$ cat config.mk
export PLATFORM = sky130hd
export DESIGN_NAME = mem_port_arbiter
export DESIGN_NICKNAME = d
export VERILOG_FILES = /design/src/rtl/mem_arb_pkg.sv /design/src/rtl/mem_arb_lat_counter.sv /design/src/rtl/mem_port_arbiter.sv
export SDC_FILE = /design/constraint.sdc
export NUM_CORES = 1
export LEC_CHECK = 0
export CORE_MARGIN = 2
export CORE_UTILIZATION = 37
export DETAILED_ROUTE_END_ITERATION = 8
export PLACE_DENSITY = 0.85
export SETUP_SLACK_MARGIN = 0.5
export SLEW_MARGIN = 20
export SYNTH_ARGS = -nofsm -noshare
export SYNTH_HDL_FRONTEND = slang
export SYNTH_SLANG_ARGS = --single-unit
$ cat constraint.sdc
create_clock -name clk -period 3.7 [get_ports clk]
set_input_delay 0.37 -clock clk [delete_from_list [all_inputs] [get_ports clk]]
set_output_delay 0.37 -clock clk [all_outputs]
set_load 0.02 [all_outputs]
$ cat src/rtl/mem_arb_pkg.sv
// Shared types and constants for the unified-memory port arbiter.
package mem_arb_pkg;

  localparam int CNT_W = 4;

  typedef enum logic [1:0] {
    IDLE,
    ACCESS,
    RESP
  } arb_state_t;

  typedef enum logic {
    GNT_CPU,
    GNT_DMA
  } grant_t;

endpackage

$ cat src/rtl/mem_arb_lat_counter.sv
// Loadable down-counter that times the memory access window.
// Loads LAT-1 on a new grant, counts down while enabled and holds at zero.
module mem_arb_lat_counter
  import mem_arb_pkg::*;
#(
  parameter int LAT = 2
) (
  input  logic clk,
  input  logic reset,
  input  logic load,
  input  logic en,
  output logic zero
);

  logic [CNT_W-1:0] cnt;

  // NOTE: clocked state uses non-blocking assignments so every register
  // samples the pre-edge values, independent of statement order.
  always_ff @(posedge clk or posedge reset) begin
    if (reset) begin
      cnt <= '0;
    end else if (load) begin
      cnt <= CNT_W'(LAT - 1);
    end else if (en && (cnt != '0)) begin
      cnt <= cnt - CNT_W'(1);
    end
  end

  assign zero = (cnt == '0);

endmodule

$ cat src/rtl/mem_port_arbiter.sv
// Two-requester (CPU, DMA/loader) arbiter for the single unified memory.
// Build option: MEM_ARB_CPU_PRIORITY_EN selects fixed CPU priority instead of round-robin.
module mem_port_arbiter
  import mem_arb_pkg::*;
#(
  parameter int AW  = 32,
  parameter int DW  = 32,
  parameter int LAT = 2
) (
  input  logic          clk,
  input  logic          reset,
  input  logic          cpu_req,
  input  logic          cpu_we,
  input  logic [AW-1:0] cpu_addr,
  input  logic [DW-1:0] cpu_wdata,
  output logic          cpu_ack,
  output logic [DW-1:0] cpu_rdata,
  input  logic          dma_req,
  input  logic          dma_we,
  input  logic [AW-1:0] dma_addr,
  input  logic [DW-1:0] dma_wdata,
  output logic          dma_ack,
  output logic [DW-1:0] dma_rdata,
  output logic          mem_en,
  output logic          mem_we,
  output logic [AW-1:0] mem_addr,
  output logic [DW-1:0] mem_wdata,
  input  logic [DW-1:0] mem_rdata,
  output logic          busy
);

  arb_state_t    state;
  arb_state_t    state_nxt;
  grant_t        grant;
  grant_t        pick;
  logic          start;
  logic          cnt_zero;
  logic          rd_capture;
  logic          lat_we;
  logic [AW-1:0] lat_addr;
  logic [DW-1:0] lat_wdata;

`ifdef MEM_ARB_CPU_PRIORITY_EN
  assign pick = cpu_req ? GNT_CPU : GNT_DMA;
`else
  grant_t last_grant;

  // On contention the requester that did not win last time goes first.
  always_comb begin
    if (cpu_req && dma_req) begin
      pick = (last_grant == GNT_CPU) ? GNT_DMA : GNT_CPU;
    end else begin
      pick = cpu_req ? GNT_CPU : GNT_DMA;
    end
  end

  always_ff @(posedge clk or posedge reset) begin
    if (reset) begin
      last_grant <= GNT_DMA;
    end else if (state == RESP) begin
      last_grant <= grant;
    end
  end
`endif

  always_ff @(posedge clk or posedge reset) begin
    if (reset) begin
      state <= IDLE;
    end else begin
      state <= state_nxt;
    end
  end

  // NOTE: every signal driven here gets a default first, so no path through
  // the case statement can leave one unassigned and infer a latch.
  always_comb begin
    state_nxt = state;
    start     = 1'b0;
    case (state)
      IDLE: begin
        if (cpu_req || dma_req) begin
          start     = 1'b1;
          state_nxt = ACCESS;
        end
      end
      ACCESS: begin
        if (cnt_zero) begin
          state_nxt = RESP;
        end
      end
      RESP:    state_nxt = IDLE;
      default: state_nxt = IDLE;
    endcase
  end

  mem_arb_lat_counter #(
    .LAT (LAT)
  ) u_lat_counter (
    .clk   (clk),
    .reset (reset),
    .load  (start),
    .en    (state == ACCESS),
    .zero  (cnt_zero)
  );

  // NOTE: the request latches and read-data registers are reset because the
  // memory-side and rdata outputs are required to read 0 out of reset.
  always_ff @(posedge clk or posedge reset) begin
    if (reset) begin
      grant     <= GNT_CPU;
      lat_we    <= 1'b0;
      lat_addr  <= '0;
      lat_wdata <= '0;
    end else if (start) begin
      grant     <= pick;
      lat_we    <= (pick == GNT_CPU) ? cpu_we    : dma_we;
      lat_addr  <= (pick == GNT_CPU) ? cpu_addr  : dma_addr;
      lat_wdata <= (pick == GNT_CPU) ? cpu_wdata : dma_wdata;
    end
  end

  // Read data is valid in the last access cycle; writes never touch rdata.
  assign rd_capture = (state == ACCESS) && cnt_zero && !lat_we;

  always_ff @(posedge clk or posedge reset) begin
    if (reset) begin
      cpu_rdata <= '0;
      dma_rdata <= '0;
    end else if (rd_capture) begin
      if (grant == GNT_CPU) begin
        cpu_rdata <= mem_rdata;
      end else begin
        dma_rdata <= mem_rdata;
      end
    end
  end

  assign mem_en    = (state == ACCESS);
  assign mem_we    = mem_en && lat_we;
  assign mem_addr  = lat_addr;
  assign mem_wdata = lat_wdata;
  assign cpu_ack   = (state == RESP) && (grant == GNT_CPU);
  assign dma_ack   = (state == RESP) && (grant == GNT_DMA);
  assign busy      = (state != IDLE);

endmodule

==> summary.txt, run 1 <==
Layout
  • Growth of design area from synthesis to finish: 59.08%
  • Fin area: 9844 µm²
  • Layout Nets: 1000
  • Share of cells above drive strength 1: 0.1373
  • Final core utilization: 0.5979
  • N_diodes: 0

Pwr
  • Worst VDD drop: 439.0 µV
  • PwrDens: 893.7 nW/µm²
  • Pwr Total: 8.798 mW
  • LEAKAGE: 3.922 nW

Logic synthesis
  • Post-synth EDFFs: 0
  • Mux share of post-synthesis cell area: 0.1280
  • Post-synthesis area per instance: 10.95 µm²
  • Number of distinct library cells after synthesis: 33
  • Register area share after synthesis: 0.5542
  • Adder-cell share of the synthesized area: 0.004044
  • Yosys warnings: 0
  • Area fraction in compound gates after synthesis: 0.1830
  • Synthesized flop and latch total: 137
  • Mapped Cells: 565
  • Async set or reset register ratio after synthesis: 1.000
  • Top FF cell, synth: dfrtp_1
  • Synthesized area: 6188 µm²
  • Mapped Nets: 733
  • Synth Area in XOR/XNOR: 0
  • Post-Synth Simple-Gate Area: 0.08067
  • Largest family of logic cells by synthesized area: compound AO/OA/AOI/OAI gates

Drt
  • Antenna Nets Post-Route: 0
  • Via density: 5.342
  • Pre-antenna DRT Iters: 5
  • Detailed Route Iter0 Violations: 352
  • Via count: 5689
  • # DRC: 0
  • WL final: 19.26 mm
  • Routed len/inst: 18.08 µm

Clock network
  • CTS tree: done
  • Clk Latency, worst-skew pair: 0.41 ns
  • Htree depth: 4
  • CTS root buf: clkbuf_16
  • Clock Path Buffers: 2
  • Clock transition at path regs: 0.06 ns
  • Setup repair bufs after CTS: 0
  • # clock sinks: 137
  • Cts hold-fix bufs: 0
  • Num CTS Buffers: 17
  • Gates resized, CTS repair: 0

Placement
  • DP Area: 9275 µm²
  • Final GP Congestion: 0.8227
  • DPL Wire Length: 13.46 mm
  • Port Buffer Count: 298

Critical path
  • Worst path depth: 3
  • Crit-path max FO: 8
  • CP max stage cell: clkdlybuf4s50_1
  • CP Capture Type: output pin
  • Worst Reg2Reg Path Length in Cells: 5
  • R2r setup slk: 1.38 ns
  • RR Startpoint: u_lat_counter.cnt[0]
  • WP data arrival: 1.96 ns
  • Cell family with most CP delay: buffers and inverters
  • Setup CP Type: reg2out
  • Req. time, crit path: 3.33 ns
  • CP startpoint: state[1]
  • CP peak stage delay: 0.66 ns
  • Crit path buf inv count: 2
  • Cell breakdown of the critical path: nand2b_1, clkinv_2, clkdlybuf4s50_1
  • Critical Path Start Type: flip-flop

Min path
  • Hold_sp: cpu_req
  • Hold crit path type: in2reg
  • Worst hold path cell count: 2

GRT
  • Gr usage total: 0.2141
  • Largest net degree at the start of global routing: 138
  • Number of global-route vias before repair: 5599
  • Initial antenna violation count: 0
  • Global route total overflow: 0
  • First-pass GRT wire length: 29.90 mm

Run
  • Max-Cap Viols: 0

STA
  • Final setup vio count: 0
  • Final period util: 0.6297
  • Final Hold Vio Count: 0
  • Max Fclk: 0.4292 GHz
  • Final Slew Violations: 0
  • Worst clock skew: 0.007403 ns
  • Max_slew headroom: 0.4914
  • Min Tclk post-route: 2.330 ns
  • Tightest Pin Transition: 0.7629 ns
  • TNS Setup: 0 ns
  • RSZ-0062 raised after global routing: no

Floorplanning
  • IO Pins: 299
  • Rows: 47
  • Die Area: 17780 µm²
  • Die Width: 133.3 µm
  • Die H: 133.3 µm
  • Core area: 16470 µm²
  • Starting Density: 0.3758

Status
  • Status: completed
cell families (layout without fill, tap and decap cells):
| logic type | after synthesis | count (layout) |
|---|---|---|
| AOI/OAI and AO/OA | 207 | 207 |
| DFF | 137 | 137 |
| and+or+nand+nor | 88 | 88 |
| buffers and inverters | 67 | 347 |
| muxes | 64 | 64 |
| adders and majority gates | 2 | 2 |
layout by cell type, fill, tap and decap left out, types with 2 or more instances in the layout:
master,n
o21ai_0,68
dfrtp_1,136
mux2_2,45
mux2_4,19
nand4_4,2
clkdlybuf4s50_1,297
nor2_1,5
inv_6,5
inv_8,2
ha_1,2
inv_1,7
a31oi_1,66
clkinv_2,2
buf_12,2
buf_4,6
clkbuf_16,17
a21oi_1,69
clkinvlp_4,5
nand2b_1,2
nand3_1,65
nor2_4,2
flip-flops by register name, summed over array words and instances, names as in the netlist:
name	count
cpu_rdata	32
mem_addr	32
dma_rdata	32
state	2
grant	1
last_grant	1
mem_wdata	32
lat_we	1
u_lat_counter.cnt	4
routing by layer:
metal	wire length (µm)	vias up	global-route usage
li1	-	2611	-
met1	7627	2759	0.2595
met2	9430	297	0.3574
met3	1888	22	0.08181
met4	314	0	0.06028
met5	0	-	0
cell usage after synthesis, drive strengths merged (3+ instances only):
cell | count | area (µm²)
buf | 18 | 125.1
nor2 | 7 | 31.28
dfrtp | 136 | 3403
clkbuf | 40 | 150.1
a21oi | 69 | 345.3
nand3 | 65 | 325.3
mux2 | 64 | 792.0
a31oi | 66 | 412.9
o21ai | 68 | 340.3
inv | 8 | 30.03
nand2b | 3 | 18.77
power by group:
part / switching, mW / total (mW) / leakage (nW) / internal (mW)
clock: 0.696 / 1.64 / 0.268 / 0.943
sequential: 0.457 / 2.73 / 1.57 / 2.27
combinational: 2.27 / 4.43 / 2.09 / 2.16
total: 3.43 / 8.80 / 3.92 / 5.37
stage by stage:
step / instances / worst slack [ns] / hold WS (ns)
5_1_grt: 1065 / 1.246 / 0.2145
3_5_place_dp: 1033 / 1.372 / 0.4929
3_3_place_gp: 1033 / 1.406 / 0.4862
4_1_cts: 1065 / 1.348 / 0.2025
6_report: 1065 / 1.370 / 0.2219
2_1_floorplan: 565 / 1.624 / 0.4981
final timing paths:
kind	to
worst max-delay path	mem_en
worst min-delay path	grant
worst max register to register	dma_rdata[30]
worst min register to register	dma_rdata[4]
max in group asynchronous	mem_addr[17]
min in group asynchronous	cpu_rdata[17]
cell type report:
class	count	area, µm²
fill	1334	6621
tap	220	275.3
multi-input combinational	361	2469
clock buffer	18	429.2
timing repair buffer	306	3063
sequential	137	3430
clock inverter	14	140.1
inverter	9	38.79
(Power assumes the default switching activity.)
==> run 2: changes to the inputs <==
--- a/config.mk
+++ b/config.mk
@@ -6,9 +6,9 @@
 export NUM_CORES = 1
 export LEC_CHECK = 0
 export CORE_MARGIN = 2
-export CORE_UTILIZATION = 37
+export CORE_UTILIZATION = 41
 export DETAILED_ROUTE_END_ITERATION = 8
-export PLACE_DENSITY = 0.85
+export PLACE_DENSITY = 0.89
 export SETUP_SLACK_MARGIN = 0.5
 export SLEW_MARGIN = 20
 export SYNTH_ARGS = -nofsm -noshare
==> constraint.sdc (replaced) <==
create_clock -name clk -period 2.18 [get_ports clk]
set_input_delay 0.218 -clock clk [delete_from_list [all_inputs] [get_ports clk]]
set_output_delay 0.218 -clock clk [all_outputs]
set_load 0.02 [all_outputs]
==> summary.txt, run 2 (synthesis results as in run 1) <==
STA
  • Final Slew Violations: 0 (unchanged)
  • Hold Slack: 0.2717 ns (was 0.2219 ns)
  • TNS Setup: 0 ns (unchanged)
  • Min Tclk post-route: 1.819 ns
  • Worst clock skew: 0.01027 ns (was 0.007403 ns)
  • Tightest Pin Transition: 0.5353 ns (was 0.7629 ns)
  • RSZ-0062 raised after global routing: yes (was no)
  • Final period util: 0.8344
  • Final setup vio count: 0 (unchanged)
  • Max Fclk: 0.5498 GHz
  • Max_slew headroom: 0.6431 (was 0.4914)
  • Final Hold Vio Count: 0 (unchanged)

Floorplanning
  • Die Area: 16090 µm² (was 17780 µm²)
  • Starting Density: 0.4226 (was 0.3758)
  • IO Pins: 299 (unchanged)
  • Core area: 14640 µm² (was 16470 µm²)
  • Die Width: 126.9 µm (was 133.3 µm)
  • Rows: 44 (was 47)
  • Die H: 126.9 µm (was 133.3 µm)

Layout
  • Most common cell after layout, fill and taps aside: clkdlybuf4s50_1 (unchanged)
  • Multi-input logic area: 2499 µm² (was 2469 µm²)
  • Growth of design area from synthesis to finish: 64.64% (was 59.08%)
  • Final core utilization: 0.6957 (was 0.5979)
  • N_diodes: 0 (unchanged)
  • Commonest non-fill, non-tap cells in the layout: clkdlybuf4s50_1, dfrtp_1, a21oi_1, o21ai_0, a31oi_1 (unchanged)
  • Fin area: 10190 µm² (was 9844 µm²)
  • Share of cells above drive strength 1: 0.1755 (was 0.1373)
  • Fillers: 1009 (was 1334)
  • Register area: 3433 µm² (was 3430 µm²)
  • Layout Nets: 1022 (was 1000)
  • Post-route insts no fill: 1050 (was 1065)

GRT
  • Initial antenna violation count: 0 (unchanged)
  • Global route total overflow: 0 (unchanged)
  • Largest net degree at the start of global routing: 80 (was 138)
  • Gr usage total: 0.2640 (was 0.2141)
  • Number of global-route vias before repair: 6068 (was 5599)
  • First-pass GRT wire length: 33.24 mm (was 29.90 mm)

Status
  • Status: completed (unchanged)

Min path
  • Hold crit path type: in2async (was in2reg)

Clock network
  • Clock transition at path regs: 0.07 ns (was 0.06 ns)
  • Clock Path Buffers: 2 (unchanged)
  • # clock sinks: 137 (unchanged)
  • CTS root buf: clkbuf_16 (unchanged)
  • Clk Latency, worst-skew pair: 0.42 ns (was 0.41 ns)
  • Cts hold-fix bufs: 0 (unchanged)
  • Htree depth: 4 (unchanged)
  • CTS tree: done (unchanged)
  • Num CTS Buffers: 17 (unchanged)

Placement
  • Placed cells: 1006 (was 1033)
  • DP Area: 9398 µm² (was 9275 µm²)
  • Final GP Congestion: 0.8056 (was 0.8227)
  • DPL Wire Length: 14.52 mm (was 13.46 mm)
  • Port Buffer Count: 298 (unchanged)

Run
  • Max-Cap Viols: 0 (unchanged)

Critical path
  • WP data arrival: 2.12 ns (was 1.96 ns)
  • Crit-path max FO: 16 (was 8)
  • Critical Path Start Type: flip-flop (unchanged)
  • Setup CP Type: reg2reg (was reg2out)
  • CP Capture Type: flip-flop (was output pin)
  • Req. time, crit path: 2.48 ns (was 3.33 ns)

Pwr
  • Worst VDD drop: 621.1 µV (was 439.0 µV)
  • LEAKAGE: 4.191 nW (was 3.922 nW)
  • PwrDens: 1540 nW/µm² (was 893.7 nW/µm²)

Drt
  • Routed len/inst: 20.88 µm (was 18.08 µm)
  • Detailed Route Iter0 Violations: 482 (was 352)
  • WL final: 21.93 mm (was 19.26 mm)
  • Routed wl met2: 11.29 mm (was 9.430 mm)
  • Pre-antenna DRT Iters: 5 (unchanged)
  • DR top layer: met4 (unchanged)
  • Via density: 5.660 (was 5.342)
  • DR WL met3: 1.892 mm (was 1.888 mm)
  • Via count: 5943 (was 5689)
  • # DRC: 0 (unchanged)
  • Met1 Routed Length: 8.184 mm (was 7.627 mm)
  • Antenna Nets Post-Route: 0 (unchanged)
==> run 2: path summary, 6_finish.rpt <==
path                                            from             to  slack [ns]  cells past startpoint
worst max-delay path            u_lat_counter.cnt[1]  cpu_rdata[30]        0.36                      7
worst min-delay path                           reset   mem_addr[20]        0.27                      3
worst max register to register  u_lat_counter.cnt[1]  cpu_rdata[30]        0.36                      7
worst min register to register         cpu_rdata[24]  cpu_rdata[24]        0.50                      1
max in group asynchronous                      reset  mem_wdata[15]        1.52                      3
min in group clk                             cpu_req          grant        0.31                      2
==> run 2: cell type report <==
type                       instances  area share
multi-input combinational        361      0.2452
inverter                           9    0.003807
timing repair buffer             328      0.3316
clock buffer                      18     0.04310
sequential                       137      0.3370
clock inverter                    13     0.01670
tap                              184     0.02260
==> run 2: repair_timing <==
item                                    CTS  global route
setup buffers                            10             1
pin swaps                                 1             0
gates resized for setup                  24            19
cloned                                    2             0
endpoints found under the hold margin     0             0
endpoints found under the setup margin   70           118
==> run 2: metrics by stage <==
stage                     power [mW]  worst slack [ns]
final                          15.69            0.3611
after global routing           16.41            0.3209
after CTS                      15.57            0.4146
after detailed placement       12.44            0.2643
after global placement         12.13            0.3569
after floorplan                8.605            0.2557
==> run 2: critical path, cell delays in order (launching register included) <==
cell       delay, ns
dfrtp_1         0.40
inv_2           0.09
ha_4            0.13
nor3b_4         0.20
buf_6           0.13
nand4_4         0.12
bufbuf_16       0.33
mux2_2          0.30
==> run 2: routing by layer <==
| layer | GRT usage | vias up |
|---|---|---|
| met2 | 0.4687 | 308 |
| li1 | - | 2663 |
| met3 | 0.08562 | 40 |
| met1 | 0.2962 | 2932 |
| met5 | 0 | - |
| met4 | 0.09825 | 0 |
==> run 2: power breakdown <==
group / switching, mW / total [mW] / leakage, nW / internal, mW
registers: 0.858 / 4.72 / 1.56 / 3.86
logic: 4.11 / 7.96 / 2.33 / 3.85
clock network: 1.17 / 3.01 / 0.294 / 1.84
